==> config.mk <==
export PLATFORM = sky130hd
export DESIGN_NAME = output_layer
export DESIGN_NICKNAME = d
export VERILOG_FILES = /design/src/rtl/snn_pkg.sv /design/src/rtl/spike_sat_counter.sv /design/src/rtl/output_layer.sv
export SDC_FILE = /design/constraint.sdc
export NUM_CORES = 1
export LEC_CHECK = 0
export ABC_AREA = 1
export CAP_MARGIN = 40
export CORE_MARGIN = 2
export CORE_UTILIZATION = 58
export CTS_CLUSTER_SIZE = 14
export DETAILED_ROUTE_END_ITERATION = 12
export PLACE_DENSITY = 0.79
export SLEW_MARGIN = 15
export SYNTH_ARGS = -nofsm -noshare
export SYNTH_HDL_FRONTEND = slang
export SYNTH_SLANG_ARGS = --single-unit
==> constraint.sdc <==
create_clock -name sys_clk -period 3.52 [get_ports sys_clk]
set_clock_uncertainty 0.1 [all_clocks]
set_input_delay 0.88 -clock sys_clk [delete_from_list [all_inputs] [get_ports sys_clk]]
set_output_delay 0.88 -clock sys_clk [all_outputs]
set_load 0.01 [all_outputs]
==> src/rtl/snn_pkg.sv <==
// snn_pkg: shared FSM type, default parameters and constants for the SNN
// output (decoding) layer.
package snn_pkg;

    // Phases of one classification window.
    typedef enum logic [1:0] {
        COLLECT = 2'd0,
        DRAIN   = 2'd1,
        DECIDE  = 2'd2,
        HOLD    = 2'd3
    } out_state_t;

    localparam int DEF_N_OUT  = 4;
    localparam int DEF_WINDOW = 30;
    localparam int DEF_CNT_W  = 8;

    // Width of the optional discarded-spike counter.
    localparam int DROP_CNT_W = 16;

endpackage

==> src/rtl/spike_sat_counter.sv <==
// spike_sat_counter: per-neuron spike counter that holds at its maximum
// value instead of wrapping. A clear takes priority over an increment.
module spike_sat_counter #(
    parameter int CNT_W = 8
) (
    input  logic             sys_clk,
    input  logic             rst,
    input  logic             inc,
    input  logic             clr,
    output logic [CNT_W-1:0] count
);

    localparam logic [CNT_W-1:0] CNT_MAX = '1;

    logic [CNT_W-1:0] r_count;

    // Count spikes, sticking at CNT_MAX; synchronous reset and clear.
    // NOTE: sequential state is written with <= only, so every flop samples
    // the pre-edge value of every other flop regardless of statement order.
    // NOTE: this is a plain register, not a memory, so resetting it is free
    // and keeps the counter deterministic after rst.
    always_ff @(posedge sys_clk) begin
        if (rst) begin
            r_count <= '0;
        end else if (clr) begin
            r_count <= '0;
        end else if (inc && (r_count != CNT_MAX)) begin
            r_count <= r_count + CNT_W'(1);
        end
    end

    assign count = r_count;

endmodule

==> src/rtl/output_layer.sv <==
// output_layer: counts spikes from the final neuron layer over WINDOW
// snn_clk ticks, picks the neuron with the most spikes (lowest index on a
// tie) by scanning one counter per cycle, and holds the result on a
// valid/ready handshake until it is accepted.
// Optional feature: define OUT_DROP_CNT_EN to add the dropped_count port,
// which totals spikes discarded while deciding or holding a result.
module output_layer
    import snn_pkg::*;
#(
    parameter  int N_OUT  = DEF_N_OUT,
    parameter  int WINDOW = DEF_WINDOW,
    parameter  int CNT_W  = DEF_CNT_W,
    localparam int WIN_W  = (N_OUT > 1) ? $clog2(N_OUT) : 1
) (
    input  logic                  sys_clk,
    input  logic                  rst,
    input  logic                  snn_clk,
    input  logic [N_OUT-1:0]      spike_in,
    output logic                  out_valid,
    input  logic                  out_ready,
    output logic [WIN_W-1:0]      winner,
    output logic [CNT_W-1:0]      winner_count,
    output logic                  none
`ifdef OUT_DROP_CNT_EN
    ,
    output logic [DROP_CNT_W-1:0] dropped_count
`endif
);

    localparam int TICK_W = $clog2(WINDOW + 1);

    out_state_t        r_state;
    out_state_t        w_next_state;
    logic [TICK_W-1:0] r_tick_cnt;
    logic [WIN_W-1:0]  r_scan_idx;
    logic [WIN_W-1:0]  r_best_idx;
    logic [CNT_W-1:0]  r_best_cnt;
    logic [CNT_W-1:0]  w_cnt [N_OUT];
    logic              w_count_en;
    logic              w_accept;
    logic              w_window_close;
    logic              w_scan_last;

    // Spikes count through DRAIN so the one-cycle neuron lag after the
    // closing tick is still captured.
    assign w_count_en     = (r_state == COLLECT) || (r_state == DRAIN);
    assign w_accept       = (r_state == HOLD) && out_ready;
    assign w_window_close = (r_state == COLLECT) && snn_clk &&
                            (r_tick_cnt == TICK_W'(WINDOW - 1));
    assign w_scan_last    = (r_scan_idx == WIN_W'(N_OUT - 1));

    for (genvar g = 0; g < N_OUT; g++) begin : g_cnt
        spike_sat_counter #(
            .CNT_W (CNT_W)
        ) u_cnt (
            .sys_clk (sys_clk),
            .rst     (rst),
            .inc     (w_count_en && spike_in[g]),
            .clr     (w_accept),
            .count   (w_cnt[g])
        );
    end

    // State register.
    always_ff @(posedge sys_clk) begin
        if (rst) begin
            r_state <= COLLECT;
        end else begin
            r_state <= w_next_state;
        end
    end

    // Next-state logic.
    // NOTE: the default assignment first means every path assigns
    // w_next_state, so no latch is inferred.
    always_comb begin
        w_next_state = r_state;
        case (r_state)
            COLLECT: if (w_window_close) w_next_state = DRAIN;
            DRAIN:   w_next_state = DECIDE;
            DECIDE:  if (w_scan_last) w_next_state = HOLD;
            HOLD:    if (out_ready) w_next_state = COLLECT;
            default: w_next_state = COLLECT;
        endcase
    end

    // Outputs: the result is only presented while holding; zero otherwise.
    always_comb begin
        out_valid    = 1'b0;
        winner       = '0;
        winner_count = '0;
        none         = 1'b0;
        if (r_state == HOLD) begin
            out_valid    = 1'b1;
            winner       = r_best_idx;
            winner_count = r_best_cnt;
            none         = (r_best_cnt == '0);
        end
    end

    // Window tick counter and argmax scan; a strict '>' keeps the lowest
    // index on ties, and an all-zero window leaves best at index 0, count 0.
    always_ff @(posedge sys_clk) begin
        if (rst) begin
            r_tick_cnt <= '0;
            r_scan_idx <= '0;
            r_best_idx <= '0;
            r_best_cnt <= '0;
        end else begin
            case (r_state)
                COLLECT: begin
                    if (snn_clk) r_tick_cnt <= r_tick_cnt + TICK_W'(1);
                end
                DRAIN: begin
                    r_scan_idx <= '0;
                end
                DECIDE: begin
                    if (w_cnt[r_scan_idx] > r_best_cnt) begin
                        r_best_idx <= r_scan_idx;
                        r_best_cnt <= w_cnt[r_scan_idx];
                    end
                    r_scan_idx <= r_scan_idx + WIN_W'(1);
                end
                HOLD: begin
                    if (out_ready) begin
                        r_tick_cnt <= '0;
                        r_best_idx <= '0;
                        r_best_cnt <= '0;
                    end
                end
                default: ;
            endcase
        end
    end

`ifdef OUT_DROP_CNT_EN
    localparam int DSUM_W = DROP_CNT_W + 1;

    logic [DROP_CNT_W-1:0] r_dropped;
    logic [DSUM_W-1:0]     w_drop_sum;

    // Running total plus the popcount of this cycle's spikes, one bit wider
    // so overflow is visible for saturation.
    always_comb begin
        w_drop_sum = {1'b0, r_dropped};
        for (int i = 0; i < N_OUT; i++) begin
            w_drop_sum = w_drop_sum + DSUM_W'(spike_in[i]);
        end
    end

    // Accumulate spikes discarded while deciding or holding; only rst clears.
    always_ff @(posedge sys_clk) begin
        if (rst) begin
            r_dropped <= '0;
        end else if ((r_state == DECIDE) || (r_state == HOLD)) begin
            r_dropped <= w_drop_sum[DROP_CNT_W] ? '1 : w_drop_sum[DROP_CNT_W-1:0];
        end
    end

    assign dropped_count = r_dropped;
`endif

endmodule
* Word level (Yosys, flattened, before mapping)
Index checks and enable logic that the tools add are counted.
Operators by class: reduce and logical (&&, ||, !) cells 21, multiplexer cells 20, equality and inequality tests 14, bitwise operators 1, magnitude comparators 2, $add $sub $neg 6
Operators with widths (number):
- $mux W8 | 5
- $add A8 B1 Y8 const B | 4
- $ne A8 B8 Y1 const B | 4
- $bmux W8 S2 | 1
- $pmux W8 S2 | 1
- $logic_and A1 B1 Y1 | 11
- $mux W2 | 5
- $mux W5 | 2
- $ne A2 B2 Y1 const B | 5
- $pmux W5 S2 | 1
- $reduce_and A3 Y1 | 3
- $gt A8 B8 Y1 | 1
- $logic_not A8 Y1 | 1
- $pmux W2 S2 | 2
- $pmux W2 S4 | 1
- $eq A2 B2 Y1 const B | 3
- $reduce_bool A2 Y1 | 3
- $add A5 B1 Y5 const B | 1
- $eq A5 B5 Y1 const B | 1
- $ge A3 B3 Y1 const B | 1
- $not A2 Y3 | 1
- $add A2 B1 Y2 const B | 1
- $eq A2 B1 Y1 const B | 1
- $logic_not A2 Y1 | 1
- 3 further kinds | 4
Storage, ports and cells: output and inout port bits 12, bits of input ports 8, bits in registers 51, logic and storage cells 73

* Depth between registers and ports, before layout
depth after elaboration 7, mapped depth 18

* Cells and area by module
Synthesis repeated with hierarchy kept, for this count alone.
Unflattened totals: cell total of the unflattened synthesis 521, area total of the unflattened synthesis 3321.9 µm²
Modules (own cells, without submodules):
- spike_sat_counter | cells each 73, area each 460.4 µm², times used 4
- output_layer | cells each 229, area each 1480.2 µm², times used 1

* Worst setup path after synthesis
Ideal clock, no wire load.
path type reg2out, start point register r_state[0], end point output port none, path slack 1.320 ns, cell stages (with the launch flop) 5, data arrival time 1.220 ns, data required time 2.540 ns, path through dfxtp_1 ha_1 buf_4 nand3_1 nor4_1
Between the ends: longest elaborated chain between the ends 2
Ends and longest elaborated chain:
- from (decl) | line output_layer.sv:32 | out_state_t r_state;
- from (signal assigned) | line output_layer.sv:69 | r_state <= w_next_state;
- $eq A2 B2 Y1 | line output_layer.sv:93 | if (r_state == HOLD) begin
- $mux W1 | line output_layer.sv:93
- to (decl) | line output_layer.sv:23 | output logic none
Every way passes these cells.

* Final worst setup path
start point register r_scan_idx[0], end point register r_best_cnt[0]
Between the ends: longest elaborated chain between the ends 7
Ends and longest elaborated chain:
- from (decl) | line output_layer.sv:35 | logic [WIN_W-1:0] r_scan_idx;
- from (signal assigned) | line output_layer.sv:122 | r_scan_idx <= r_scan_idx + WIN_W'(1);
- $not A2 Y3 (implied by the code) (*) | line output_layer.sv:118, output_layer.sv:120
- $bmux W8 S2 (*) | line output_layer.sv:118, output_layer.sv:120
- $mux W8 (implied by the code) (*) (2 in series) | line output_layer.sv:118, output_layer.sv:120
- $gt A8 B8 Y1 | line output_layer.sv:118 | if (w_cnt[r_scan_idx] > r_best_cnt) begin
- $ne A2 B2 Y1 (no source line)
- $reduce_and A3 Y1 (no source line)
- to (signal assigned) | line output_layer.sv:120 | r_best_cnt <= w_cnt[r_scan_idx];
- to (decl) | line output_layer.sv:37 | logic [CNT_W-1:0] r_best_cnt;
Every way passes the cells marked *; elsewhere a longest branch is shown, timed or not. The select of a mux whose other input is x is not followed. A chain may end at the register's enable or synchronous reset.

==> results.md <==
- Status: finished clean
- Number of synthesized register bits: 51
- LEAKAGE: 1.39 nW
- Post-route insts no fill: 523
- Buf/Inv on CP: 1
- # DRC: 0
- Dpl cell area: 3230 µm²
- Io pins: 20
- Pre-CTS WS: 0.724 ns
- Reg2reg end: r_best_cnt[0]
- Area growth syn-to-layout: 12.8%
- Post-CTS Setup Inserts: 0
- CP max FO: 21
- Mapped Area: 2980 µm²
- Most used cell, CP: nand2_1
- Arrival time at the worst endpoint: 3.00 ns
- Synthesized area per cell: 6.89 µm²
- Unrepaired setup endpoints after global routing: false
- Power Density: 363 nW/µm²
- CP endpoint kind: register
- Hold Violations, Final: 0
- Hold WC Path Type: register to register
- Die area: 5730 µm²
- Worst r2r src: r_scan_idx[0]
- FP Rows: 26
- Final min period: 2.88 ns
- # diodes: 0
- Max Cap Viol: 0
- Resized cells post-CTS: 0
- Total chip power: 1.22 mW
- Vias: 2862
- Worst setup startpoint: r_scan_idx[0]
- Rel. slew slack: 59.6%
- # H-tree levels: 2
- CTS tree: done
- Clock buffer count from CTS: 5
- Final TNS setup: 0 ns
- Final Max Slew Viols: 0
- Post-synth top flop: dfxtp_1
- First-pass GRT wire length: 10.6 mm
- Worst Setup EP: r_best_cnt[0]
- HPWL after DPL: 5.00 mm
- Synth area leaders: dfxtp_1 34%, nand2_1 12%, a21oi_1 9.4%, ha_1 8.0%, inv_1 7.8%
- Fin worst setup slack: 0.641 ns
- Maximum VDD drop: 0.233 mV
- Achievable clock frequency: 347 MHz
- Sink Count: 51
- Fin util: 66.7%
- Hold buffer count at cts: 0
- Top cell type's share of synthesized area: 34.2%
- R2R Setup Slk: 0.64 ns
- Synth unique cells: 42
- CTS root buf: clkbuf_8
- CTS clock-pin slew for the worst setup and hold paths: 0.10 ns
- Vias per inst: 5.47
- Vias in the first global route: 2443
- Most frequent cells after synthesis: 97 x nand2_1, 62 x inv_1, 56 x a21oi_1
- Clock Path Buffers: 2
- Syn nets: 460
- # port buffers: 19
- Chip height: 75.7 µm
- Largest area contributor in the netlist: dfxtp_1
- # nets final: 479
- CP Depth: 13
- CP max-delay cell: dfxtp_1
- CP required: 3.64 ns
- Least-Margin Pin Slew: 0.605 ns
- Initial antenna violation count: 0
- Core ar.: 5040 µm²
- DR WL/cell: 12.5 µm
- Routed Antenna Nets: 0
- Drt initial violations: 183
- Worst path max stage delay: 0.65 ns
- Number of synthesized flops with an enable pin: 0
- Gr usage total: 24.2%
- Async set-reset flop share out of synthesis: 0%
- Congestion Overflow GR: 0
- TritonRoute pass-1 iters: 4
- Design area: 3360 µm²
- Count leader, synth: nand2_1
- Synth Instances: 433
- CP Class: register to register
- Yosys warning total: 0
- Final GP Congestion: 0.932
- Hold_ws: 0.372 ns
- Chip Width: 75.7 µm
- CP Launch Type: register
- Clock Latency Late Sink: 0.31 ns
- Seq/Total Area, Yosys: 34.2%
- Crit path cell chain: inv_2, o21ai_0, a21oi_1, a21oi_1, ha_1, a21o_1, nor2_1, nand2_1, nand2_1, nand2_1, nand2_1, nand2_1, a21oi_1
- Layout cells sized above 1: 7.95%
- Tcrit/Tclk final: 81.8%
- Pin count of the biggest net entering global routing: 24
- Post-Place Cells: 515
- # setup viols final: 0
- Reg2reg path depth: 13
- Top Family by Delay on Critical Path: compound AO/OA/AOI/OAI gates
- DRT Wirelength: 6.56 mm
- Initial Util: 59.2%
## report_power, final
| group | leakage (nW) | internal, mW | switching (mW) |
|---|---|---|---|
| Sequential | 0.413 | 0.590 | 0.0172 |
| Combinational | 0.912 | 0.0508 | 0.0830 |
| Clock | 0.0654 | 0.284 | 0.197 |
## cell families after synthesis
| group | synth area share, % |
|---|---|
| xor gates and xnor gates | 1.76 |
| buffers and inverters | 10.6 |
| adders and majority gates | 7.97 |
| and+or+nand+nor | 25.7 |
| AOI/OAI and AO/OA | 19.8 |
| DFF | 34.2 |
## worst min path at each step
stage / start / endpoint / slack, ns / depth (start not counted)
2_1_floorplan: g_cnt[1].u_cnt.count[4] / g_cnt[1].u_cnt.count[4] / 0.33 / 2
3_5_place_dp: g_cnt[1].u_cnt.count[7] / g_cnt[1].u_cnt.count[7] / 0.35 / 2
5_1_grt: g_cnt[0].u_cnt.count[4] / g_cnt[0].u_cnt.count[4] / 0.40 / 2
4_1_cts: g_cnt[1].u_cnt.count[7] / g_cnt[1].u_cnt.count[7] / 0.37 / 2
3_3_place_gp: g_cnt[1].u_cnt.count[4] / g_cnt[1].u_cnt.count[4] / 0.35 / 2
6_report: g_cnt[1].u_cnt.count[7] / g_cnt[1].u_cnt.count[7] / 0.37 / 2
## flip-flops by register name, indices dropped and copies added (netlist names)
name / flops
g_cnt.u_cnt.count: 32
r_best_cnt: 8
r_best_idx: 2
r_scan_idx: 2
r_state: 2
r_tick_cnt: 5
## tightest hold or removal path, delay by kind of cell, from the launching register on
kind / cells / cell delay, ns
DFF: 1 / 0.32
and+or+nand+nor: 1 / 0.06
AOI/OAI and AO/OA: 1 / 0.05
## layout make-up
class | count | area, µm²
multi-input combinational | 302 | 1650
clock buffer | 6 | 72.6
timing repair buffer | 21 | 205
inverter | 71 | 270
clock inverter | 2 | 60.1
tap | 70 | 87.6
sequential | 51 | 1020
fill | 432 | 1680
## placed cells by master, fill, tap and decap left out, types with 2 or more instances in the layout
cell             instances
xor2_1                   4
nand2_2                  2
nand2_1                 97
o21ai_1                  7
buf_4                    2
a21oi_2                  3
nand3_1                 13
inv_1                   62
a21oi_1                 56
inv_2                    7
nor2_2                   4
and3_1                   2
xnor2_1                  2
nor3_1                   3
a211oi_1                 2
nor2_1                  30
o21ai_0                 28
dfxtp_1                 51
bufinv_16                2
clkbuf_8                 5
clkdlybuf4s50_1         19
nand3_2                  2
nand4_1                  9
ha_1                    19
o22ai_1                  2
nor3_2                   3
## layer usage
metal | track usage [%] | wire length [µm]
met1 | 32.3 | 3040
met2 | 40.8 | 3120
met3 | 3.70 | 304
met4 | 6.82 | 95
met5 | 0 | 0
No activity file was read; power rests on OpenSTA's default activity.
